<file path="src/rtl/gomoku_pkg.sv">
// Shared gomoku definitions: board geometry, player encoding, FSM states
// and the row/col -> bit-index mapping used by the writer and the win checkers.
package gomoku_pkg;

    localparam int BOARD_N = 15;
    localparam int CELLS   = BOARD_N * BOARD_N;

    localparam logic PLAYER_BLACK = 1'b0;
    localparam logic PLAYER_WHITE = 1'b1;

    typedef enum logic [1:0] {
        ST_IDLE,
        ST_CHECK,
        ST_DONE
    } state_t;

    // Bit position of a cell in a player bitmap: row-major, 8-bit arithmetic.
    function automatic logic [7:0] cell_idx(input logic [3:0] row,
                                            input logic [3:0] col,
                                            input int         n = BOARD_N);
        return 8'(row) * 8'(n) + 8'(col);
    endfunction

endpackage

</file>
<file path="src/rtl/gomoku_move_legal.sv">
// Combinational move legality: coordinates on the board, correct player,
// and target cell empty in both bitmaps. Also returns the cell bit index.
module gomoku_move_legal
    import gomoku_pkg::*;
#(
    parameter int N = BOARD_N
) (
    input  logic [3:0]     row,
    input  logic [3:0]     col,
    input  logic           player,
    input  logic           turn,
    input  logic [N*N-1:0] board_black,
    input  logic [N*N-1:0] board_white,
    output logic           legal,
    output logic [7:0]     idx
);

    // Range check guards the occupancy lookup so an off-board index is never used.
    // NOTE: every always_comb output gets a default first, otherwise a path that skips it infers a latch.
    always_comb begin
        idx   = cell_idx(row, col, N);
        legal = 1'b0;
        if (row < 4'(N) && col < 4'(N) && player == turn) begin
            legal = !(board_black[idx] || board_white[idx]);
        end
    end

endmodule

</file>
<file path="src/rtl/gomoku_board_writer.sv">
// Gomoku board owner: accepts moves, writes stones into per-player bitmaps,
// requests a win check on each placed stone and ends the game on win or draw.
module gomoku_board_writer
    import gomoku_pkg::*;
#(
    parameter int N       = BOARD_N,
    parameter int CHK_LAT = 0
) (
    input  logic           clk,
    input  logic           rst,
    input  logic           clear,
    input  logic           mv_valid,
    output logic           mv_ready,
    input  logic [3:0]     mv_row,
    input  logic [3:0]     mv_col,
    input  logic           mv_player,
    output logic [N*N-1:0] board_black,
    output logic [N*N-1:0] board_white,
    output logic [3:0]     last_row,
    output logic [3:0]     last_col,
    output logic           chk_valid,
    input  logic           win_in,
    output logic           rej,
    output logic           turn,
    output logic [7:0]     move_cnt,
    output logic           game_over,
    output logic           win,
    output logic           winner
);

    state_t     state;
    state_t     state_next;
    logic [7:0] lat_cnt;
    logic       legal;
    logic [7:0] idx;
    logic       accept;
    logic       last_chk;
    logic       board_full;

    assign mv_ready   = (state == ST_IDLE);
    assign chk_valid  = (state == ST_CHECK);
    assign accept     = mv_valid && mv_ready;
    assign last_chk   = (lat_cnt == 8'(CHK_LAT));
    assign board_full = (move_cnt == 8'(N * N));

    gomoku_move_legal #(.N(N)) u_legal (
        .row         (mv_row),
        .col         (mv_col),
        .player      (mv_player),
        .turn        (turn),
        .board_black (board_black),
        .board_white (board_white),
        .legal       (legal),
        .idx         (idx)
    );

    // State register; clear returns to IDLE exactly like reset.
    always_ff @(posedge clk or posedge rst) begin
        if (rst) begin
            state <= ST_IDLE;
        end else if (clear) begin
            state <= ST_IDLE;
        end else begin
            state <= state_next;
        end
    end

    // Next state: legal accept starts a check; the check ends in DONE or back in IDLE.
    always_comb begin
        state_next = state;
        case (state)
            ST_IDLE: begin
                if (accept && legal) state_next = ST_CHECK;
            end
            ST_CHECK: begin
                if (last_chk) begin
                    if (win_in || board_full) state_next = ST_DONE;
                    else                      state_next = ST_IDLE;
                end
            end
            ST_DONE: state_next = ST_DONE;
            default: state_next = ST_IDLE;
        endcase
    end

    // Board, last move, turn, counters and result flags.
    // NOTE: the bitmaps are reset too: clear must hand back an empty board, so they cannot be left uninitialised like a RAM.
    // NOTE: sequential state uses <= so every register samples pre-edge values regardless of statement order.
    always_ff @(posedge clk or posedge rst) begin
        if (rst) begin
            board_black <= '0;
            board_white <= '0;
            last_row    <= '0;
            last_col    <= '0;
            rej         <= 1'b0;
            turn        <= PLAYER_BLACK;
            move_cnt    <= '0;
            game_over   <= 1'b0;
            win         <= 1'b0;
            winner      <= 1'b0;
            lat_cnt     <= '0;
        end else if (clear) begin
            board_black <= '0;
            board_white <= '0;
            last_row    <= '0;
            last_col    <= '0;
            rej         <= 1'b0;
            turn        <= PLAYER_BLACK;
            move_cnt    <= '0;
            game_over   <= 1'b0;
            win         <= 1'b0;
            winner      <= 1'b0;
            lat_cnt     <= '0;
        end else begin
            rej <= 1'b0;
            case (state)
                ST_IDLE: begin
                    if (accept) begin
                        if (legal) begin
                            if (mv_player == PLAYER_BLACK) board_black[idx] <= 1'b1;
                            else                           board_white[idx] <= 1'b1;
                            last_row <= mv_row;
                            last_col <= mv_col;
                            move_cnt <= move_cnt + 8'd1;
                            lat_cnt  <= '0;
                        end else begin
                            rej <= 1'b1;
                        end
                    end
                end
                ST_CHECK: begin
                    if (last_chk) begin
                        if (win_in) begin
                            win       <= 1'b1;
                            winner    <= turn;
                            game_over <= 1'b1;
                        end else if (board_full) begin
                            game_over <= 1'b1;
                        end else begin
                            turn <= ~turn;
                        end
                    end else begin
                        lat_cnt <= lat_cnt + 8'd1;
                    end
                end
                default: ;
            endcase
        end
    end

endmodule

</file>
<file path="config.mk">
export PLATFORM = sky130hd
export DESIGN_NAME = gomoku_board_writer
export DESIGN_NICKNAME = d
export VERILOG_FILES = /design/src/rtl/gomoku_pkg.sv /design/src/rtl/gomoku_move_legal.sv /design/src/rtl/gomoku_board_writer.sv
export SDC_FILE = /design/constraint.sdc
export NUM_CORES = 1
export LEC_CHECK = 0
export BUFFER_PORTS_ARGS = -buffer_cell sky130_fd_sc_hd__buf_2
export CAP_MARGIN = 20
export CORE_ASPECT_RATIO = 1.2
export CORE_MARGIN = 5
export CORE_UTILIZATION = 49
export DETAILED_ROUTE_END_ITERATION = 8
export PLACE_DENSITY = 0.77
export SLEW_MARGIN = 20
export SYNTH_ARGS = -nofsm -noshare
export SYNTH_HDL_FRONTEND = slang
export SYNTH_SLANG_ARGS = --single-unit
</file>
<file path="constraint.sdc">
create_clock -name clk -period 14.53 [get_ports clk]
set_input_delay 1.453 -clock clk [delete_from_list [all_inputs] [get_ports clk]]
set_output_delay 1.453 -clock clk [all_outputs]
set_load 0.005 [all_outputs]
</file>
# Yosys cells after proc, flatten, opt, wreduce, memory -nomap -nowiden
# Index checks and enable logic that the tools add are counted.
# word_totals
regBits	481
wordCells	123
out_inout_bits	473
input_bits	14
# classes
reduce_logical	27
bitwise	3
mul	1
muxes	61
eq_ne	12
order_cmp	4
addsub	3
# ops
op	n
$mux W225	10
$or A225 B225 Y225	2
$mux W8	8
$mux W4	8
$mux W1	26
$add A8 B1 Y8 const B	2
$bmux W1 S8	2
$pmux W8 S2	1
$reduce_and A4 Y1	4
$reduce_bool A2 Y1	7
$ne A3 B2 Y1 const B	4
$lt A8 B9 Y1 const B	1
$reduce_and A3 Y1	3
$add A8 B4 Y8	1
$demux W1 S8	1
$eq A8 B8 Y1 const B	1
$ge A8 B1 Y1 const B	1
$logic_not A8 Y1	1
$lt A4 B4 Y1 const B	2
$mul A4 B4 Y8 const B	1
$mux W2	4
$ne A2 B2 Y1 const B	3
$pmux W2 S3	1
$reduce_bool A3 Y1	2
other kinds (10)	15

# Depth between registers and ports, before layout
# Gate-level depths: netlist (run 1).
# logic_depth
word_depth	12
depth_mapped	19
mapped_depth_nobuf	15

# Cells and area by module
# A second synthesis (run 1) with hierarchy kept.
# hier_totals
hier_cells	2301
hier_area_um2	21436.8
# modules_own_cells
module	cells_per_inst	instances	area_each_um2
gomoku_board_writer	1778	1	17956.0
gomoku_move_legal	523	1	3480.8

# Worst setup path before layout (run 1)
# Ideal clock, no wire load.
# synth_timing
kind	input -> register
from	in mv_row[0]
to	reg board_black[128]
stages	17
n_path_buf	3
arrival_ps	5976
path_slack_ps	8422
cell_sequence	fa_1 > fa_1 > inv_1 > fa_1 > inv_1 > ha_1 > xnor2_1 > buf_2 > mux4_2 > or3_1 > a31oi_1 > o31ai_2 > and4_1 > buf_2 > buf_6 > a31oi_1 > nor2_1
# synth_via
elab_chain_cells	12
elab_cells_between_ends	25
cone_classes	add/sub: 1; mul: 1; order compare: 3; mux: 12; bitwise: 1; reduce/logical: 7
# synth_rtl
item	line_no	source
start: declaration	gomoku_board_writer.sv:14	input logic [3:0] mv_row,
$mul A4 B4 Y8	gomoku_pkg.sv:21	return 8'(row) * 8'(n) + 8'(col);
$add A8 B4 Y8	gomoku_pkg.sv:21	
$lt A8 B9 Y1 (implied by the code) or $ge A8 B1 Y1 (tied branches)	gomoku_board_writer.sv:120	if (mv_player == PLAYER_BLACK) board_black[idx] <= 1'b1;
$logic_and A1 B1 Y1 (implied by the code)	gomoku_board_writer.sv:120	
$mux W1 (implied by the code)	gomoku_board_writer.sv:120	
$demux W1 S8	gomoku_board_writer.sv:120	
$or A225 B225 Y225 (no source line)	--	
$mux W225	gomoku_board_writer.sv:120	
$mux W225	gomoku_board_writer.sv:119	if (legal) begin
$mux W225	gomoku_board_writer.sv:118	if (accept) begin
$mux W225	gomoku_board_writer.sv:116	case (state)
$mux W225	gomoku_board_writer.sv:102	end else if (clear) begin
end signal: assignment	gomoku_board_writer.sv:91	board_black <= '0;
end signal: assignment	gomoku_board_writer.sv:103	board_black <= '0;
end signal: indexed assignment	gomoku_board_writer.sv:120	
end: declaration	gomoku_board_writer.sv:17	output logic [N*N-1:0] board_black,
# Several ways; a longest one is shown, not always the timed one. The select of a mux whose other input is x is not followed.
# A chain may end at the register's enable or synchronous reset.

# Final worst setup path (run 1)
# layout_timing
from	in mv_row[2]
to	reg board_black[62]
# Same word-level chain as after synthesis.

==> results_dict.tcl, run 1 <==
set metrics [dict create \
    status "finished, final reports clean" \
    cts_buffer_depth 3 \
    synth_commonest_cells "dfrtp_1 (481), o2bb2ai_1 (322), nor2_1 (274)" \
    ant_nets 0 \
    yosys_warnings 0 \
    ys_top_cells_by_area "dfrtp_1 (55%), o2bb2ai_1 (13%), mux4_2 (5.4%)" \
    synth_edf_count 0 \
    finalHoldViolCount 0 \
    cpPeakStageDelay_ns 0.80 \
    fillers 3698 \
    whs_ns 0.507 \
    synth.top_cell.area_share_pct 54.8 \
    vias 19600 \
    final_nets 2390 \
    design.core.area_um2 44600 \
    grt_pass1_wl_um 128000 \
    dr.pass1.iters 9 \
    drive_gt1_share_pct 29.5 \
    async_flop_share_pct 100 \
    root_buffer "clkbuf_16" \
    dp_hpwl_um 58600 \
    final_max_slew_viol_count 0 \
    dieArea_um2 49200 \
    grt_setup_unrepaired "no" \
    yosysSeqAreaShare_pct 54.8 \
    rows 85 \
    static-leakage-power_nw 12.5 \
    synth_area_um2 22000 \
    cp-end-kind "flip-flop" \
    track_usage_pct 33.8 \
    synth_top_cell_by_area "dfrtp_1" \
    area_growth_pct 19.6 \
    grt_max_degree 178 \
    cp.arrival_ns 8.48 \
    max_freq_ghz 0.124 \
    die_h_um 242 \
    design.portCount 487 \
    cp_max_fo 76 \
    synthesis.instances 1952 \
    fin_tns_setup_ns 0 \
    syn_avg_cell_area_um2 11.2 \
    min_period_ns 8.05 \
    drt_first_iter_violations 2064 \
    setup_viol 0 \
    drt_wl_total_um 85100 \
    fin_crit_sh_pct 55.4 \
    insertion_delay_ns 0.60 \
    gp_congestion 0.900 \
    cts_setup_buffers 0 \
    cpMostUsedCell "fa_1" \
    min_path_type "reg -> reg" \
    maxCapViolCount 0 \
    cp_data_required_time_ns 14.96 \
    relSlewSlack_pct 20.0 \
    htreeDepth 2 \
    crit_chain "buf_2 -> fa_1 -> fa_1 -> inv_1 -> fa_1 -> inv_1 -> ha_1 -> xor2_4 -> buf_4 -> mux2i_1 -> nand4b_1 -> a211oi_1 -> or4_1 -> a221o_1 -> nand3_2 -> or4_4 -> buf_4 -> o2bb2ai_1" \
    ys_types 63 \
    antenna_found_initial 1 \
    cts_resized 0 \
    tightest_slew_ns 1.19 \
    port_buffers 486 \
    powerDensity_nw_per_um2 134 \
    cts_tree "yes" \
    grt_overflow 0 \
    vias_per_cell 6.65 \
    crit_family "adder cells" \
    clock-sinks 481 \
    ir_worst_vdd_uv 104 \
    synth_ff_type "dfrtp_1" \
    floorplan.initialDensity_pct 49.3 \
    cts_buffers 48 \
    drc 0 \
    yosysMostFrequentCell "dfrtp_1" \
    cp-start-kind "primary input" \
    worst_path_max_delay_cell "buf_4" \
    path_clk_slew_ns 0.06 \
    die_width_um 203 \
    ys_ff_latch 481 \
    first_global_vias 19300 \
    syn_nets 1995 \
    fin_skew_ns 0.0263 \
    critPathKind "in -> reg" \
    cp_num_buf_inv 5 \
    avgRoutedWirePerCell_um 28.9 \
    hold_buffers 0 \
]
## registers in the layout (all words and copies together) (netlist names)
signal,cells
board_black,225
board_white,225
lat_cnt,8
move_cnt,8
last_col,4
last_row,4
state,2
game_over,1
rej,1
turn,1
win,1
winner,1
## logic make-up after synthesis
group,synth area share [%]
multiplexers,6.36
flip-flops,54.8
AND/OR/NAND/NOR,11.0
AO/OA/AOI/OAI,20.4
buffers and inverters,4.97
XOR/XNOR,0.484
adder cells (fa/ha/maj),1.89
## final timing paths
path	slack [ns]	depth (start not counted)	startpoint	endpoint
max	6.48	18	mv_row[2]	board_black[62]
min	0.51	1	board_black[114]	board_black[114]
max reg2reg	9.69	10	board_white[158]	board_black[62]
min reg2reg	0.51	1	board_black[114]	board_black[114]
max in group asynchronous	11.42	4	rst	board_black[112]
min in group asynchronous	0.90	2	rst	board_black[23]
## where the power goes
group	switching [mW]	internal [mW]
sequential	0.0103	1.35
combinational	0.632	0.199
clock	0.547	0.786
total	1.19	2.33
## metal layers
| metal | part of all wire (%) | wire, µm | track usage [%] |
|---|---|---|---|
| met1 | 36 | 30900 | 43.9 |
| met2 | 47 | 40200 | 53.1 |
| met5 | 0.015 | 13 | 0 |
| met3 | 10 | 8480 | 7.88 |
| met4 | 6.4 | 5440 | 17.5 |
## cells in the final DEF (no fill, tap or decap), types with 10 or more instances in the layout
| cell | Yosys | routed |
|---|---|---|
| clkbuf_16 | 0 | 50 |
| nor2_2 | 0 | 11 |
| buf_4 | 9 | 40 |
| clkbuf_8 | 0 | 10 |
| inv_1 | 22 | 21 |
| ha_1 | 22 | 20 |
| a21oi_1 | 57 | 57 |
| mux2i_1 | 18 | 18 |
| dfrtp_1 | 481 | 481 |
| o2bb2ai_1 | 322 | 322 |
| nor2_1 | 274 | 262 |
| nand4_1 | 12 | 12 |
| buf_2 | 41 | 485 |
| clkinv_2 | 0 | 10 |
| a31oi_1 | 133 | 133 |
| mux4_2 | 53 | 53 |
| or3_1 | 11 | 10 |
| nand2_1 | 168 | 168 |
| nor3_1 | 57 | 49 |
| a211oi_1 | 20 | 20 |
## through the flow
stage          std cells  total power [mW]  instance area (µm²)  util (%)  worst slack [ns]
6_report            2949              3.52                26300      58.9              6.48
5_1_grt             2948              3.63                26200      58.9              6.28
4_1_cts             2948              3.51                26200      58.9              6.55
3_5_place_dp        2862              2.19                24600      55.1              6.06
3_3_place_gp        2862              2.18                24600      55.1              6.19
2_1_floorplan       1952              1.91                22000         -              6.56
## area by class of cell
cell class	count	area, µm²	area share (%)
flip-flops and latches	481	12000	45.9
multi-input cells	1264	8950	34.1
repair buffers	528	2770	10.6
clock buffers	65	1410	5.36
well taps	565	707	2.69
clock inverters	21	279	1.06
inverters	24	101	0.386
diodes	1	2.50	0.00953
## worst reg2reg max path, stage by stage, from the launching register on
cell and delay, ns:
dfrtp_1 0.40, nor3_1 0.23, a21oi_1 0.08, a2111oi_0 0.73, or4_1 0.24, o221ai_1 0.14
o31ai_2 0.47, nand3_2 0.58, or4_4 0.94, buf_4 0.59, o2bb2ai_1 0.35
(Power assumes the default switching activity.)
==> inputs of run 2 (changes only) <==
- clock period: 14.53 -> 7.4 ns (I/O delays scaled with it)
==> run 2 against run 1 <==
Effect of this change:
- worst hold slack worse by 0.21 ns
- count of clock-buffer cells in the layout did not move
- critical path depth did not move
- register-to-register slack got worse by 6.0 ns
- critical path type unchanged
==> results_dict.tcl, run 2 (synthesis results as in run 1) <==
set metrics [dict create \
    setup_viol 0 \
    cts_setup_buffers 0 \
    max_freq_ghz 0.157 \
    min_path_type "in -> async" \
    first_global_vias 18800 \
    design.core.area_um2 44600 \
    final_max_slew_viol_count 0 \
    vias_per_cell 6.56 \
    port_buffers 486 \
    maxCapViolCount 0 \
    final_nets 2403 \
    dr.pass1.iters 6 \
    min_period_ns 6.37 \
    grt_pass1_wl_um 125000 \
    final_common_cell "buf_2" \
    cp_max_fo 76 \
    avgRoutedWirePerCell_um 28.3 \
    drt_first_iter_violations 2339 \
    htreeDepth 2 \
    antenna_found_initial 0 \
    cp-end-kind "flip-flop" \
    die_h_um 242 \
    floorplan.initialDensity_pct 49.3 \
    drt_wl_total_um 83600 \
    static-leakage-power_nw 12.5 \
    insertion_delay_ns 0.59 \
    clock-sinks 481 \
    cts_buffers 47 \
    critPathKind "in -> reg" \
    multi_input_area_um2 8950 \
    vias 19400 \
    rrSetupSlack_ns 3.64 \
    grt_overflow 0 \
    tightest_slew_ns 1.17 \
    finalHoldViolCount 0 \
    diodes 0 \
    fin_tns_setup_ns 0 \
    ant_nets 0 \
    grt_setup_unrepaired "no" \
    cts_buffer_depth 3 \
    grt_max_degree 173 \
    hold_buffers 0 \
    ir_worst_vdd_uv 171 \
    root_buffer "clkbuf_16" \
    seqCellArea_um2 12000 \
    fin_crit_sh_pct 86.1 \
    top_regs "board_black: 225 flops, board_white: 225 flops" \
    status "finished, final reports clean" \
    dieArea_um2 49200 \
    track_usage_pct 33.1 \
    cts_tree "yes" \
    cts_resized 0 \
    area_growth_pct 20.0 \
    p_total_mw 6.92 \
    relSlewSlack_pct 21.3 \
    cp.arrival_ns 6.83 \
    final_cell_mix "buf_2 (485), dfrtp_1 (481), o2bb2ai_1 (322), nor2_1 (262), nand2_1 (168)" \
    design.portCount 487 \
    cp_data_required_time_ns 7.85 \
    gp_congestion 0.929 \
    fillers 3598 \
    die_width_um 203 \
    drc 0 \
    rows 85 \
    powerDensity_nw_per_um2 263 \
    cp-start-kind "primary input" \
    fin_skew_ns 0.0262 \
    path_clk_slew_ns 0.06 \
    drive_gt1_share_pct 29.7 \
    dp_hpwl_um 57400 \
]
run 2: changes by cell type in the layout (fill, tap and decap cells not counted), sizes merged:
cell    previous run  this run
clkinv            13         9
buf              528       542
diode              1         0
inv               23        24
run 2: path summary, 6_finish.rpt:
path                             startpoint                to  cells past startpoint
max                               mv_row[2]   board_white[79]                     18
min                                     rst   board_black[21]                      2
max reg2reg                board_white[148]   board_white[79]                     10
min reg2reg                board_black[115]  board_black[115]                      1
max in group asynchronous               rst  board_white[161]                      4
min in group clk                     win_in            winner                      3
run 2: final cells by class:
| class | count | area share [%] |
|---|---|---|
| sequential | 481 | 45.7 |
| multi-input combinational | 1264 | 34.0 |
| timing repair buffer | 542 | 11.1 |
| clock buffer | 65 | 5.14 |
| tap | 565 | 2.68 |
| clock inverter | 18 | 0.988 |
| inverter | 24 | 0.385 |
run 2: per-layer routing:
layer	up-vias	share of wire, %	GRT usage [%]
met5	-	0	0
met4	0	6.2	16.3
met3	262	9.5	6.99
met2	1276	46	51.4
met1	9793	38	44.5
li1	8079	-	-
run 2: power by group:
group	switching, mW	internal, mW	leakage, nW	total (mW)
clock network	1.05	1.49	0.793	2.54
registers	0.0190	2.65	6.72	2.67
logic	1.28	0.433	5.03	1.71
total	2.35	4.57	12.5	6.92
run 2: per-stage QoR:
step	instance area, µm²	utilization, %	worst slack [ns]	hold WS, ns	instances
floorplan	22000	-	0.141	0.486	1952
global placement	24700	55.5	0.631	0.472	2875
detailed placement	24700	55.5	0.542	0.493	2875
CTS	26300	59.1	1.11	0.303	2958
finish	26300	59.1	1.03	0.300	2959
global route	26300	59.1	0.810	0.364	2959
run 2: worst max-delay path: stages:
cell       delay [ns]
buf_2            0.20
fa_1             0.51
fa_1             0.54
inv_1            0.06
fa_1             0.52
inv_1            0.05
ha_1             0.48
xor2_4           0.55
buf_4            0.44
mux4_2           0.57
a22oi_1          0.22
nand4_1          0.18
a31oi_1          0.24
o31ai_2          0.17
nand3_2          0.13
or3_4            0.57
buf_12           0.38
o2bb2ai_1        0.16
